**src/rtl/clk_meas_pkg.sv**
```systemverilog
// Shared types and helpers for the clock frequency meter: FSM states and
// the gate-counter width derivation.
package clk_meas_pkg;

  typedef enum logic [1:0] {
    IDLE  = 2'd0,
    ARM   = 2'd1,
    GATE  = 2'd2,
    LATCH = 2'd3
  } meas_state_e;

  // Gate counter runs 0..gate_cycles-1.
  function automatic int gate_cnt_width(input int gate_cycles);
    return (gate_cycles > 2) ? $clog2(gate_cycles) : 1;
  endfunction

endpackage

```
**src/rtl/clk_meas_chan.sv**
```systemverilog
// One measured channel: synchroniser, both-edge detector, saturating edge
// counter and sticky overflow bit.
module clk_meas_chan #(
  parameter int CNT_W       = 16,
  parameter int SYNC_STAGES = 2
) (
  input  logic             clk,
  input  logic             rst,
  input  logic             toggle_i,
  input  logic             clr_i,
  input  logic             en_i,
  output logic [CNT_W-1:0] cnt_o,
  output logic             ovf_o
);

  (* ASYNC_REG = "TRUE" *) logic [SYNC_STAGES-1:0] sync_q;
  logic             prev_q;
  logic [CNT_W-1:0] cnt_q;
  logic             ovf_q;
  logic             sync_bit;
  logic             edge_det;

  assign sync_bit = sync_q[SYNC_STAGES-1];
  assign edge_det = sync_bit ^ prev_q;

  // prev_q tracks the synchroniser every cycle, so the value it holds on
  // entry to GATE was loaded during ARM and no spurious edge is counted.
  // NOTE: all state updates use non-blocking assignments so every register
  // samples pre-edge values regardless of statement order.
  always_ff @(posedge clk) begin
    if (rst) begin
      sync_q <= '0;
      prev_q <= 1'b0;
      cnt_q  <= '0;
      ovf_q  <= 1'b0;
    end else begin
      sync_q <= {sync_q[SYNC_STAGES-2:0], toggle_i};
      prev_q <= sync_bit;
      if (clr_i) begin
        cnt_q <= '0;
        ovf_q <= 1'b0;
      end else if (en_i && edge_det) begin
        if (&cnt_q) ovf_q <= 1'b1;
        else        cnt_q <= cnt_q + 1'b1;
      end
    end
  end

  assign cnt_o = cnt_q;
  assign ovf_o = ovf_q;

endmodule

```
**src/rtl/clk_freq_meter.sv**
```systemverilog
// N-channel clock presence/frequency meter: gate-window FSM, per-channel
// edge counters, latched results and a channel readout mux.
module clk_freq_meter
  import clk_meas_pkg::*;
#(
  parameter int NUM_CH      = 10,
  parameter int CNT_W       = 16,
  parameter int GATE_CYCLES = 100000,
  parameter int SYNC_STAGES = 2,
  parameter int MIN_EDGES   = 2
) (
  input  logic                                      clk,
  input  logic                                      rst,
  input  logic [NUM_CH-1:0]                         toggle_in,
  input  logic                                      start,
  input  logic                                      cont_en,
  output logic                                      busy,
  output logic                                      done,
  output logic [NUM_CH*CNT_W-1:0]                   count_flat,
  output logic [NUM_CH-1:0]                         alive,
  output logic [NUM_CH-1:0]                         overflow,
  input  logic [((NUM_CH > 1) ? $clog2(NUM_CH) : 1)-1:0] rd_sel,
  output logic [CNT_W-1:0]                          rd_count,
  output logic                                      any_alive
);

  localparam int             GW        = gate_cnt_width(GATE_CYCLES);
  localparam logic [GW-1:0]  GATE_LAST = GW'(GATE_CYCLES - 1);

  meas_state_e                   state_q, state_d;
  logic [GW-1:0]                 gate_cnt_q;
  logic                          busy_q, done_q;
  logic [NUM_CH-1:0][CNT_W-1:0]  chan_cnt, count_q;
  logic [NUM_CH-1:0]             chan_ovf, alive_d, alive_q, ovf_q;
  logic                          chan_clr, chan_en;

  assign chan_clr = (state_q == ARM);
  assign chan_en  = (state_q == GATE);

  for (genvar i = 0; i < NUM_CH; i++) begin : g_chan
    clk_meas_chan #(
      .CNT_W       (CNT_W),
      .SYNC_STAGES (SYNC_STAGES)
    ) u_chan (
      .clk      (clk),
      .rst      (rst),
      .toggle_i (toggle_in[i]),
      .clr_i    (chan_clr),
      .en_i     (chan_en),
      .cnt_o    (chan_cnt[i]),
      .ovf_o    (chan_ovf[i])
    );
    assign alive_d[i] = (chan_cnt[i] >= CNT_W'(MIN_EDGES));
  end

  // NOTE: next state defaults to the current state before the case so the
  // block stays purely combinational with no inferred latch.
  always_comb begin
    state_d = state_q;
    unique case (state_q)
      IDLE:    if (start) state_d = ARM;
      ARM:     state_d = GATE;
      GATE:    if (gate_cnt_q == GATE_LAST) state_d = LATCH;
      LATCH:   state_d = cont_en ? ARM : IDLE;
      default: state_d = IDLE;
    endcase
  end

  always_ff @(posedge clk) begin
    if (rst) begin
      state_q    <= IDLE;
      gate_cnt_q <= '0;
      busy_q     <= 1'b0;
      done_q     <= 1'b0;
      count_q    <= '0;
      alive_q    <= '0;
      ovf_q      <= '0;
    end else begin
      state_q <= state_d;
      busy_q  <= (state_d != IDLE);
      done_q  <= (state_q == LATCH);
      if (state_q == ARM)       gate_cnt_q <= '0;
      else if (state_q == GATE) gate_cnt_q <= gate_cnt_q + 1'b1;
      if (state_q == LATCH) begin
        count_q <= chan_cnt;
        alive_q <= alive_d;
        ovf_q   <= chan_ovf;
      end
    end
  end

  always_comb begin
    rd_count = '0;
    if (int'(rd_sel) < NUM_CH) rd_count = count_q[rd_sel];
  end

  assign busy       = busy_q;
  assign done       = done_q;
  assign count_flat = count_q;
  assign alive      = alive_q;
  assign overflow   = ovf_q;
  assign any_alive  = |alive_q;

endmodule
```
**config.mk**
```make
export PLATFORM = sky130hd
export DESIGN_NAME = clk_freq_meter
export DESIGN_NICKNAME = d
export VERILOG_FILES = /design/src/rtl/clk_meas_pkg.sv /design/src/rtl/clk_meas_chan.sv /design/src/rtl/clk_freq_meter.sv
export SDC_FILE = /design/constraint.sdc
export NUM_CORES = 1
export LEC_CHECK = 0
export ABC_CLOCK_PERIOD_IN_PS = 1700
export BUFFER_PORTS_ARGS = -buffer_cell sky130_fd_sc_hd__buf_4
export CAP_MARGIN = 20
export CORE_MARGIN = 1.5
export CORE_UTILIZATION = 53
export CTS_CLUSTER_SIZE = 40
export DETAILED_ROUTE_END_ITERATION = 8
export GPL_TIMING_DRIVEN = 1
export PLACE_DENSITY_LB_ADDON = 0.08
export SLEW_MARGIN = 20
export SYNTH_ARGS = -nofsm -noshare
export SYNTH_HDL_FRONTEND = slang
export SYNTH_SLANG_ARGS = --single-unit
```
**constraint.sdc**
```tcl
create_clock -name clk -period 1.7 [get_ports clk]
set_input_delay 0.255 -clock clk [delete_from_list [all_inputs] [get_ports clk]]
set_output_delay 0.255 -clock clk [all_outputs]
set_load 0.01 [all_outputs]
```
After elaboration in Yosys (flattened, before gate mapping):

Cells that the tools add are included.
W data, S select, Z words.

* register bits after elaboration: 401
* input port bits: 18
* output and inout bits: 199
* word-level logic and storage cells: 154

* $add $sub $neg: 11
* order comparisons: 12
* equality and inequality tests: 4
* muxes and demuxes: 7
* bitwise logic cells: 20
* reduce and logical (&&, ||, !) cells: 44

Operators by type and width (count)
* $reduce_and A17 Y1: 10
* $add A16 B1 Y16 const B: 10
* $ge A16 B2 Y1 const B: 10
* $reduce_and A16 Y1: 10
* $bmux W16 S4: 1
* $mux W16: 2
* $reduce_and A2 Y1: 10
* $add A17 B1 Y17 const B: 1
* $eq A17 B17 Y1 const B: 1
* $logic_and A1 B1 Y1: 10
* $not A1 Y1: 10
* $reduce_or A10 Y1: 1
* $xor A1 B1 Y1: 10
* $pmux W2 S4: 1
* $lt A4 B5 Y1 const B: 1
* $eq A2 B2 Y1 const B: 2
* $lt A4 B4 Y1 const B: 1
* $mux W2: 2
* $eq A2 B1 Y1 const B: 1
* $logic_not A2 Y1: 1
* $reduce_bool A2 Y1: 1
* $reduce_or A2 Y1: 1
* $mux W1: 1

Longest topological paths before layout:

* depth in word-level cells: 4
* mapped depth: 8
* mapped depth without buffers: 7

By module:

Synthesis repeated with hierarchy kept, for this count alone.

* cell total of the unflattened synthesis: 1927
* area, all modules: 18258.8 sq um

By module, submodules not included
* clk_meas_chan: times used 10, cells each 108, area each 942.2 sq um, seq. area each 400.4 sq um
* clk_freq_meter: times used 1, cells each 847, area each 8837.2 sq um, seq. area each 4023.9 sq um

Worst setup path before layout:

Ideal clock, no wire load.

* path kind: register to register
* start: reg state_q[0]
* end: reg g_chan[5].u_chan.cnt_q[14]
* setup time: 0.116 ns
* data arrival time: 1.676 ns
* data required time: 1.584 ns
* path slack: -0.092 ns
* stages on the path, launching flop included: 8
* path buffers: 1
* clock period less this slack: 1.792 ns
* path through: dfxtp_1 > inv_1 > ha_1 > clkbuf_8 > nand2_1 > nor4_2 > a31oi_1 > a41o_1

* longest elaborated chain between the ends: 3
* elaborated cells on any way between the ends: 5
* classes of those cells: 2 x eq/ne; 3 x reduce/logical

Ends and longest elaborated chain
* start, declared: line clk_freq_meter.sv:30 `meas_state_e state_q, state_d;`
* start signal, assigned: line clk_freq_meter.sv:79 `state_q <= state_d;`
* $eq A2 B2 Y1: line clk_freq_meter.sv:38 `assign chan_en = (state_q == GATE);`
* $logic_and A1 B1 Y1: line clk_meas_chan.sv:42 `end else if (en_i && edge_det) begin`
* $reduce_and A2 Y1 (no line)
* end signal, assigned: line clk_meas_chan.sv:44 `else cnt_q <= cnt_q + 1'b1;`
* end, declared: line clk_meas_chan.sv:18 `logic [CNT_W-1:0] cnt_q;`

Several ways; a longest one is shown, not always the timed one.
A chain may end at the register's enable or synchronous reset.

Worst setup path in the final report:

* start: reg count_q, in the netlist count_flat[61]
* end: out rd_count[13]

* longest elaborated chain between the ends: 3

Ends and longest elaborated chain
* start, declared: line clk_freq_meter.sv:33 `logic [NUM_CH-1:0][CNT_W-1:0] chan_cnt, count_q;`
* start signal, assigned: line clk_freq_meter.sv:85 `count_q <= chan_cnt;`
* $bmux W16 S4: line clk_freq_meter.sv:94 `if (int'(rd_sel) < NUM_CH) rd_count = count_q[rd_sel];`
* $mux W16 (implied by the code): line clk_freq_meter.sv:94
* $mux W16: line clk_freq_meter.sv:94
* end, declared: line clk_freq_meter.sv:23 `output logic [CNT_W-1:0] rd_count,`

No other way between the ends. The select of a mux whose other input is x is not followed.

==> results.sh <==
export IMPL_dpl_hpwl_um=43440
export IMPL_path_class="reg2out"
export IMPL_reg2reg_depth=10
export IMPL_arrival_ns=1.95
export IMPL_report_final_setup_viol=105
export IMPL_setup_tns_ns=-14.35
export IMPL_grt_pass1_wl_um=94350
export IMPL_postLayoutSetupSlackWorst_ns=-0.5018
export IMPL_path_clk_slew_ns=0.06
export IMPL_initial_utilization=0.5417
export IMPL_globalRouteTotalUtil=0.3409
export IMPL_syn_inst=1937
export IMPL_run_status="complete, but fails checks"
export IMPL_cts_sink_count=401
export IMPL_syn_area_per_cell_sq_um=9.424
export IMPL_syn_num_nets=1980
export IMPL_iteration_0_drc_markers=1667
export IMPL_timing_critical_path_required_ns=1.44
export IMPL_transition_at_the_pin_with_the_smallest_max_transition_slack_ns=0.5631
export IMPL_drt_wirelength_per_cell_um=22.55
export IMPL_power_density_nw_per_um2=748.9
export IMPL_largest_net_degree_at_the_start_of_global_routing=67
export IMPL_port_buffers=216
export IMPL_maxCapViolCount=0
export IMPL_clock_fmax_mhz=454.2
export IMPL_nFillCells=1968
export IMPL_sequential_cell_area_sq_um=8088
export IMPL_drive_above_1_share=0.4135
export IMPL_min_delay_path_class="in2reg"
export IMPL_layout_skew_ns=0.01661
export IMPL_htreeDepth=2
export IMPL_cts_buffers_inserted=43
export IMPL_first_global_vias=16640
export IMPL_endpoint_kind="output port"
export IMPL_syn2layout_area_growth_pct=50.65
export IMPL_leakagePower_nw=10.30
export IMPL_failed_checks="setup timing"
export IMPL_final_cells=2987
export IMPL_final_stage_net_count=2549
export IMPL_antenna_found_initial=2
export IMPL_layout_worst_path_cycle_share=1.295
export IMPL_core_area_sq_um=33700
export IMPL_register_bit_total_from_synthesis=401
export IMPL_rr_endpoint="g_chan[2].u_chan.cnt_o[13]"
export IMPL_crit_path_max_fanout=2
export IMPL_routed_wl_um=67350
export IMPL_num_io_pins=217
export IMPL_flop_to_flop_setup_slack_ns=-0.28
export IMPL_slew_viol_final=0
export IMPL_detailroute_via_count=17560
export IMPL_p_total_mw=20.60
export IMPL_syn_std_cell_area_sq_um=18250
export IMPL_drtAntennaViolNets=0
export IMPL_clockRootBuffer="sky130_fd_sc_hd__clkbuf_16"
export IMPL_start_kind="flop"
export IMPL_max_slew_margin=0.6233
export IMPL_yosysWarningCount=0
export IMPL_gp_congestion=0.9679
export IMPL_min_to="state_q[1]"
export IMPL_synthArstFlopShare=0
export IMPL_cts_max_path_buffers=3
export IMPL_insertion_delay_ns=0.55
export IMPL_numPlacedInstances=2839
export IMPL_crit_reg2reg_launch="state_q[0]"
export IMPL_synth_enable_flop_cells=0
export IMPL_avgViaCountPerCell=5.878
export IMPL_first_pass_iters=6
export IMPL_hold_ws_ns=0.03156
export IMPL_finalCriticalPeriod_ns=2.202
export IMPL_number_of_cell_rows=67
export IMPL_dieArea_sq_um=35560
export IMPL_die_height_um=188.6
export IMPL_timing_hold_worst_start="start"
export IMPL_tritoncts="built"
export IMPL_drt_drc_violations_left=0
export IMPL_hold_path_cell_count=3
export IMPL_ir_worst_vdd_v=0.0009257
export IMPL_grt_setup_unrepaired="true"
export IMPL_synth_seq_area_share=0.4398
export IMPL_grt_ovfl_total=0
export IMPL_hold_violations=0
export IMPL_die_width_um=188.6
export IMPL_multiInputGateArea_sq_um=11700
export IMPL_yosysUniqueCellTypes=66
export IMPL_dominantRegCellSynth="sky130_fd_sc_hd__dfxtp_1"
## area by class of cell
cell class,instances,area share
clock buffer,63,0.04741
timing repair buffer,650,0.2044
clock inverter,13,0.004277
inverter,27,0.003685
antenna,2,0.0001820
multi-input combinational,1383,0.4256
tap,448,0.02038
sequential,401,0.2941
## power breakdown
| part | internal (mW) | switching [mW] |
|---|---|---|
| Clock | 5.60 | 3.88 |
| Sequential | 9.45 | 0.0449 |
| Combinational | 0.712 | 0.909 |
| Total | 15.8 | 4.83 |
## layout by cell type, fill, tap and decap left out, drive strengths merged, types with 32 or more instances in the layout
| cell | count |
|---|---|
| xnor2 | 136 |
| clkbuf | 65 |
| nor3 | 47 |
| nor2 | 396 |
| a21oi | 38 |
| mux2i | 188 |
| nand3 | 81 |
| nand4 | 38 |
| dfxtp | 401 |
| nor4 | 81 |
| buf | 636 |
| mux4 | 32 |
| nand2 | 69 |
| a211oi | 48 |
## synth_stat cells, types with 2 or more instances
| master | n | area (sq um) |
|---|---|---|
| sky130_fd_sc_hd__dfxtp_1 | 401 | 8028 |
| sky130_fd_sc_hd__a41o_1 | 3 | 30.03 |
| sky130_fd_sc_hd__a31oi_1 | 4 | 25.02 |
| sky130_fd_sc_hd__nand3_1 | 81 | 405.4 |
| sky130_fd_sc_hd__a2111oi_0 | 2 | 17.52 |
| sky130_fd_sc_hd__xor2_1 | 19 | 166.4 |
| sky130_fd_sc_hd__and4_1 | 23 | 201.4 |
| sky130_fd_sc_hd__nand2b_1 | 2 | 12.51 |
| sky130_fd_sc_hd__nand2_1 | 69 | 259.0 |
| sky130_fd_sc_hd__clkbuf_8 | 2 | 27.53 |
| sky130_fd_sc_hd__ha_1 | 25 | 312.8 |
| sky130_fd_sc_hd__nor3_1 | 46 | 230.2 |
| sky130_fd_sc_hd__or3_1 | 3 | 18.77 |
| sky130_fd_sc_hd__a211oi_1 | 48 | 360.4 |
| sky130_fd_sc_hd__a31o_2 | 5 | 43.79 |
| sky130_fd_sc_hd__or4b_1 | 3 | 30.03 |
| sky130_fd_sc_hd__buf_2 | 44 | 220.2 |
| sky130_fd_sc_hd__a2111oi_2 | 5 | 75.07 |
| sky130_fd_sc_hd__nor4_1 | 77 | 481.7 |
| sky130_fd_sc_hd__a41oi_1 | 2 | 17.52 |
| sky130_fd_sc_hd__nor2_1 | 395 | 1483 |
| sky130_fd_sc_hd__nor2b_1 | 31 | 193.9 |
| sky130_fd_sc_hd__mux4_2 | 32 | 720.7 |
| sky130_fd_sc_hd__nor4b_2 | 9 | 135.1 |
| sky130_fd_sc_hd__and2_1 | 13 | 81.33 |
| sky130_fd_sc_hd__nor4_4 | 3 | 63.81 |
| sky130_fd_sc_hd__clkbuf_2 | 3 | 15.01 |
| sky130_fd_sc_hd__a21oi_1 | 38 | 190.2 |
| sky130_fd_sc_hd__mux2i_1 | 188 | 1882 |
| sky130_fd_sc_hd__o21ai_0 | 19 | 95.09 |
| sky130_fd_sc_hd__buf_1 | 4 | 15.01 |
| sky130_fd_sc_hd__nor4b_1 | 7 | 61.31 |
| sky130_fd_sc_hd__and3_1 | 16 | 100.1 |
| sky130_fd_sc_hd__and4_4 | 3 | 33.78 |
| sky130_fd_sc_hd__clkbuf_1 | 65 | 244.0 |
| sky130_fd_sc_hd__or2_2 | 5 | 31.28 |
| sky130_fd_sc_hd__inv_1 | 27 | 101.4 |
| sky130_fd_sc_hd__nor3b_1 | 10 | 75.07 |
| sky130_fd_sc_hd__a2111oi_1 | 2 | 20.02 |
| sky130_fd_sc_hd__nand4_2 | 2 | 25.02 |
| sky130_fd_sc_hd__buf_6 | 6 | 67.56 |
| sky130_fd_sc_hd__or2_1 | 2 | 12.51 |
| sky130_fd_sc_hd__nand4_1 | 35 | 219.0 |
| sky130_fd_sc_hd__xnor2_1 | 136 | 1191 |
## registers in the layout, indices dropped and copies added, names as in the netlist
| name | flops |
|---|---|
| alive | 10 |
| busy | 1 |
| count_flat | 160 |
| done | 1 |
| g_chan.u_chan.cnt_o | 160 |
| g_chan.u_chan.ovf_o | 10 |
| g_chan.u_chan.prev_q | 10 |
| g_chan.u_chan.sync_q | 20 |
| gate_cnt_q | 17 |
| overflow | 10 |
| state_q | 2 |
## worst max path at each step
stage / from / endpoint / slack, ns / cells past startpoint
after floorplan: state_q[0] / g_chan[3].u_chan.cnt_o[15] / -0.02 / 7
after global placement: g_chan[0].u_chan.cnt_o[0] / g_chan[0].u_chan.cnt_o[0] / -0.36 / 7
after detailed placement: g_chan[0].u_chan.cnt_o[0] / g_chan[0].u_chan.cnt_o[1] / -0.45 / 6
after CTS: count_flat[61] / rd_count[13] / -0.44 / 5
after global routing: count_flat[45] / rd_count[13] / -0.51 / 5
final: count_flat[61] / rd_count[13] / -0.50 / 5
## metal layers
layer	vias up	global-route usage	part of all wire
met5	-	0	0
met4	0	0.1465	0.048
met3	193	0.06072	0.077
met2	843	0.5510	0.48
met1	8566	0.4484	0.40
li1	7955	-	-
## logic make-up after synthesis
logic type	count (synthesis)	share of synthesized area
compound gates	137	0.05333
xor+xnor	155	0.07437
fa+ha+maj	25	0.01714
buf+inv	153	0.03880
flops	401	0.4398
mux	220	0.1426
simple gates	846	0.2340
## through the flow
step	instance area (sq um)	worst slack, ns	utilization
2_1_floorplan	18290	-0.02138	-
3_3_place_gp	22910	-0.3635	0.6798
3_5_place_dp	22910	-0.4501	0.6798
4_1_cts	25820	-0.4417	0.7662
5_1_grt	27500	-0.5116	0.8159
6_report	27500	-0.5018	0.8160
## worst max-delay path: stages, from the launching register on
cell,delay [ns]
sky130_fd_sc_hd__dfxtp_4,0.36
sky130_fd_sc_hd__mux4_2,0.55
sky130_fd_sc_hd__a21oi_2,0.16
sky130_fd_sc_hd__buf_4,0.14
sky130_fd_sc_hd__o21ai_2,0.05
sky130_fd_sc_hd__buf_4,0.15
## what timing repair did
| item | 4_1_cts | 5_1_grt |
|---|---|---|
| setup endpoints to repair | 141 | 189 |
| resized for setup | 224 | 266 |
| buffers inserted | 26 | 33 |
| cloned | 3 | 6 |
| pin swaps | 97 | 154 |
| hold buffers | 11 | 0 |
| endpoints found under the hold margin | 16 | 0 |
Note: power is estimated with default switching activity, not from simulation.
